[src/rtl/zbt_arbiter.sv]
// Single-port ZBT SRAM arbiter: buffered scan-point writes share the port with
// prioritised reads, using a starvation limit, LAT-deep write-data and read-tag pipelines.
module zbt_arbiter #(
    parameter int ADDR_W       = 19,
    parameter int DATA_W       = 36,
    parameter int FIFO_DEPTH   = 4,
    parameter int LAT          = 2,
    parameter int STARVE_LIMIT = 8,
    localparam int CNT_W       = $clog2(FIFO_DEPTH) + 1
) (
    input  logic              clk,
    input  logic              reset,
    input  logic              wr_req,
    input  logic [ADDR_W-1:0] wr_addr,
    input  logic [DATA_W-1:0] wr_data,
    output logic              wr_full,
    output logic              wr_overflow,
    output logic [CNT_W-1:0]  wr_count,
    input  logic              rd_req,
    input  logic [ADDR_W-1:0] rd_addr,
    output logic              rd_ack,
    output logic [DATA_W-1:0] rd_data,
    output logic              rd_data_valid,
    output logic [ADDR_W-1:0] mem_addr,
    output logic              mem_we_n,
    output logic [DATA_W-1:0] mem_wdata,
    output logic              mem_wdata_oe,
    input  logic [DATA_W-1:0] mem_rdata
);

    localparam int PTR_W = $clog2(FIFO_DEPTH);
    localparam int SC_W  = $clog2(STARVE_LIMIT + 1);

    typedef enum logic [1:0] {
        GRANT_IDLE,
        GRANT_READ,
        GRANT_WRITE
    } grant_t;

    logic [ADDR_W-1:0] r_fifoAddr [FIFO_DEPTH];
    logic [DATA_W-1:0] r_fifoData [FIFO_DEPTH];
    logic [PTR_W-1:0]  r_wrPtr;
    logic [PTR_W-1:0]  r_rdPtr;
    logic [CNT_W-1:0]  r_count;
    logic              r_overflow;
    logic [SC_W-1:0]   r_starveCnt;

    logic [DATA_W-1:0] r_wPipeData [LAT];
    logic [LAT-1:0]    r_wPipeVld;
    logic [LAT:0]      r_rdTag;

    grant_t            w_grant;
    logic              w_empty;
    logic              w_full;
    logic              w_push;
    logic              w_pop;

    // Full is judged on the occupancy at cycle start, so a same-cycle pop never frees a slot.
    assign w_empty = (r_count == '0);
    assign w_full  = (r_count == CNT_W'(FIFO_DEPTH));
    assign w_push  = wr_req && !w_full;
    assign w_pop   = (w_grant == GRANT_WRITE);

    always_comb begin
        w_grant = GRANT_IDLE;
        if (rd_req && (w_empty || (r_starveCnt < SC_W'(STARVE_LIMIT)))) begin
            w_grant = GRANT_READ;
        end else if (!w_empty) begin
            w_grant = GRANT_WRITE;
        end
    end

    assign rd_ack      = (w_grant == GRANT_READ);
    assign wr_full     = w_full;
    assign wr_count    = r_count;
    assign wr_overflow = r_overflow;

    always_ff @(posedge clk) begin
        if (w_push) begin
            r_fifoAddr[r_wrPtr] <= wr_addr;
            r_fifoData[r_wrPtr] <= wr_data;
        end
    end

    always_ff @(posedge clk or negedge reset) begin
        if (!reset) begin
            r_wrPtr    <= '0;
            r_rdPtr    <= '0;
            r_count    <= '0;
            r_overflow <= 1'b0;
        end else begin
            if (w_push) begin
                r_wrPtr <= r_wrPtr + PTR_W'(1);
            end
            if (w_pop) begin
                r_rdPtr <= r_rdPtr + PTR_W'(1);
            end
            if (w_push && !w_pop) begin
                r_count <= r_count + CNT_W'(1);
            end else if (!w_push && w_pop) begin
                r_count <= r_count - CNT_W'(1);
            end
            if (wr_req && w_full) begin
                r_overflow <= 1'b1;
            end
        end
    end

    // Counts reads that bypassed a waiting write; saturating keeps the write grant forced.
    always_ff @(posedge clk or negedge reset) begin
        if (!reset) begin
            r_starveCnt <= '0;
        end else if (w_empty || (w_grant == GRANT_WRITE)) begin
            r_starveCnt <= '0;
        end else if ((w_grant == GRANT_READ) && (r_starveCnt < SC_W'(STARVE_LIMIT))) begin
            r_starveCnt <= r_starveCnt + SC_W'(1);
        end
    end

    always_ff @(posedge clk or negedge reset) begin
        if (!reset) begin
            mem_addr <= '0;
            mem_we_n <= 1'b1;
        end else begin
            case (w_grant)
                GRANT_READ: begin
                    mem_addr <= rd_addr;
                    mem_we_n <= 1'b1;
                end
                GRANT_WRITE: begin
                    mem_addr <= r_fifoAddr[r_rdPtr];
                    mem_we_n <= 1'b0;
                end
                default: begin
                    mem_we_n <= 1'b1;
                end
            endcase
        end
    end

    // Stage 0 lines up with the address cycle; the output register lands LAT cycles later.
    always_ff @(posedge clk or negedge reset) begin
        if (!reset) begin
            for (int i = 0; i < LAT; i++) begin
                r_wPipeData[i] <= '0;
            end
            r_wPipeVld   <= '0;
            mem_wdata    <= '0;
            mem_wdata_oe <= 1'b0;
        end else begin
            r_wPipeData[0] <= r_fifoData[r_rdPtr];
            r_wPipeVld[0]  <= w_pop;
            for (int i = 1; i < LAT; i++) begin
                r_wPipeData[i] <= r_wPipeData[i-1];
                r_wPipeVld[i]  <= r_wPipeVld[i-1];
            end
            mem_wdata_oe <= r_wPipeVld[LAT-1];
            if (r_wPipeVld[LAT-1]) begin
                mem_wdata <= r_wPipeData[LAT-1];
            end
        end
    end

    always_ff @(posedge clk or negedge reset) begin
        if (!reset) begin
            r_rdTag       <= '0;
            rd_data       <= '0;
            rd_data_valid <= 1'b0;
        end else begin
            r_rdTag       <= {r_rdTag[LAT-1:0], (w_grant == GRANT_READ)};
            rd_data_valid <= r_rdTag[LAT];
            if (r_rdTag[LAT]) begin
                rd_data <= mem_rdata;
            end
        end
    end

endmodule

[config.mk]
export PLATFORM = sky130hd
export DESIGN_NAME = zbt_arbiter
export DESIGN_NICKNAME = d
export VERILOG_FILES = /design/src/rtl/zbt_arbiter.sv
export SDC_FILE = /design/constraint.sdc
export NUM_CORES = 1
export LEC_CHECK = 0
export CORE_UTILIZATION = 30
export CTS_CLUSTER_SIZE = 12
export DETAILED_ROUTE_END_ITERATION = 10
export SLEW_MARGIN = 20
export SYNTH_ARGS = -nofsm -noshare
export SYNTH_HDL_FRONTEND = slang
export SYNTH_SLANG_ARGS = --single-unit
[constraint.sdc]
create_clock -name clk -period 6.5 [get_ports clk]
set_input_delay 1.3 -clock clk [delete_from_list [all_inputs] [get_ports clk]]
set_output_delay 1.3 -clock clk [all_outputs]
set_load 0.05 [all_outputs]
==> results.json <==
{
  "multiInputGateArea_um2": 2770,
  "crit_buf_inv": 1,
  "ctsHoldBuffers": 0,
  "area_delta_synth_final_pct": 29.3,
  "dp.cells": 1468,
  "clk_pin_slew_ns": 0.06,
  "ff2ff_path_depth": 9,
  "totalWireLength_um": 27700,
  "synth_cell_types": 34,
  "yosysWarnings": 0,
  "whs_ns": 0.347,
  "fin_crit_sh_pct": 64.9,
  "instances_no_fill": 1548,
  "ys_ff_latch": 403,
  "maxCapViolations": 0,
  "max_freq_mhz": 237,
  "grt_max_degree": 106,
  "hp-class": "register to register",
  "first_pass_iters": 6,
  "dr.first_iter.drc_count": 380,
  "crit_type": "register to output pin",
  "fin_setup_tns_ns": 0,
  "cts_max_path_buffers": 3,
  "die_h_um": 219,
  "p_leak_uw": 0.00661,
  "gp_congestion": 0.684,
  "vias": 6847,
  "vias_per_cell": 4.42,
  "row_count": 79,
  "io_pins": 214,
  "post_cts_buffers": 0,
  "htreeDepth": 2,
  "maxSlewHeadroom_pct": 34.5,
  "seq_area_um2": 11200,
  "worstPathMaxFanout": 19,
  "clock_latency_ns": 0.55,
  "final_antenna_net_count": 0,
  "critical_path.max_stage_delay_ns": 0.84,
  "avgSynthCellArea_um2": 20.9,
  "cp.depth": 3,
  "ctsRootBufferMaster": "clkbuf_16",
  "worst_path_dominant_cell_family": "buffers and inverters",
  "crit_slowest_cell": "clkdlybuf4s50_1",
  "postLayoutCoreUtil_pct": 39.3,
  "worstHoldPathCells": 0,
  "wl_per_cell_um": 17.9,
  "cts.sinks": 403,
  "overflow": 0,
  "outcome": "complete, no violations",
  "grt_usage_pct": 11.9,
  "syn_nets": 798,
  "cp_data_arrival_time_ns": 2.92,
  "slew_violations": 0,
  "syn_inst": 677,
  "initial_core_util_pct": 30.4,
  "dp_hpwl_um": 16500,
  "synth_seq_area_share_pct": 79.0,
  "cts_tree": "yes",
  "peakVddDrop_uv": 240,
  "finClkSkew_ns": 0.0203,
  "core_area_um2": 46600,
  "hold_viol_final": 0,
  "critPathRequiredTime_ns": 5.20,
  "antenna_found_initial": 3,
  "layout_commonest_cell": "edfxtp_1",
  "setup_viol": 0,
  "rsz0062_at_grt": "no",
  "numPortBuffers": 213,
  "grt_pass1_vias": 7333,
  "grt_pass1_wl_um": 42800,
  "numCtsBuffers": 44,
  "die_area_um2": 48100,
  "finalCriticalPeriod_ns": 4.22,
  "cts_resized": 0,
  "tightestPinTransition_ns": 0.983,
  "power_density_nw_per_um2": 475,
  "route.detailed.drc": 0,
  "crit_path_start_kind": "register",
  "drive_gt1_share_pct": 22.0,
  "final_cell_mix": "edfxtp_1, clkdlybuf4s50_1, dfrtp_1",
  "die_w_um": 219,
  "endpoint_kind": "output pin",
  "path_cells": "or3_1, a21boi_1, clkdlybuf4s50_1",
  "nNetsFinal": 1028,
  "syn-cell-area_um2": 14200,
  "fillers": 4203,
  "power_uw": 8700
}
per-stage QoR:
stage | area [um2] | setup slack, ns
6_report | 18300 | 2.28
5_1_grt | 18300 | 2.17
4_1_cts | 18300 | 2.22
3_5_place_dp | 16900 | 2.25
3_3_place_gp | 16900 | 2.29
2_1_floorplan | 14200 | 2.94
path summary, 6_finish.rpt:
kind	slack, ns	startpoint	to
min	0.35	r_wPipeData[63]	r_wPipeData[27]
max reg2reg	3.79	r_starveCnt[3]	wr_count[2]
min reg2reg	0.35	r_wPipeData[63]	r_wPipeData[27]
min in group asynchronous	0.75	reset	r_wPipeData[14]
max in group asynchronous	4.72	reset	rd_data[24]
max	2.28	wr_count[2]	rd_ack
kinds of logic (layout without fill, tap and decap cells):
logic type	count (synthesis)	count (layout)	synth area share [%]
flops	403	403	79.0
compound gates	41	41	1.86
buf+inv	37	300	1.51
fa+ha+maj	7	7	0.672
xor+xnor	7	7	0.433
simple gates	53	53	1.87
other cells	0	1	0
mux	129	129	14.6
per-layer routing:
layer  wire length [um]  GRT usage, %  share of wire (%)
met3               1520          2.54                5.5
met4                850          5.19                3.1
met2              13800          19.9                 50
met1              11500          14.8                 41
met5                 13             0              0.047
synth_stat cells (all sizes together):
master | count | area share [%]
edfxtp | 220 | 47
mux2 | 74 | 5.9
xnor2 | 5 | 0.31
dfstp | 1 | 0.19
xor2 | 2 | 0.12
ha | 6 | 0.53
and2 | 5 | 0.22
a21boi | 2 | 0.13
dfrtp | 182 | 32
nand2b | 1 | 0.044
nor2 | 19 | 0.50
a31oi | 16 | 0.71
a221o | 3 | 0.21
or4 | 1 | 0.080
o21ai | 16 | 0.57
mux4 | 55 | 8.8
or3 | 1 | 0.044
clkbuf | 8 | 0.22
inv | 4 | 0.11
and3 | 1 | 0.044
buf | 25 | 1.2
nor4 | 1 | 0.044
fa | 1 | 0.14
nand3 | 18 | 0.64
a22o | 3 | 0.19
nor2b | 1 | 0.044
nor4b | 1 | 0.062
nor3 | 4 | 0.14
a21o | 1 | 0.053
sequential cells by signal, summed over array words and instances, names as in the netlist, 3 cells and up:
signal,cells
mem_wdata,36
r_fifoData,144
r_wPipeData,72
mem_addr,19
r_fifoAddr,76
rd_data,36
wr_count,3
r_starveCnt,4
r_rdTag,3
report_power, final:
part / internal, uW / switching, uW / leakage [uW]
Combinational: 1030 / 1410 / 0.00178
Sequential: 3480 / 405 / 0.00416
Clock: 1410 / 959 / 0.000669
Total: 5920 / 2780 / 0.00661
layout make-up:
type                       count  area share, %
antenna                        1         0.0137
clock buffer                  66           6.86
clock inverter                13          0.663
inverter                       4         0.0820
multi-input combinational    237           15.2
sequential                   403           61.2
tap                          607           4.15
timing repair buffer         217           11.9
(Power assumes the default switching activity.)
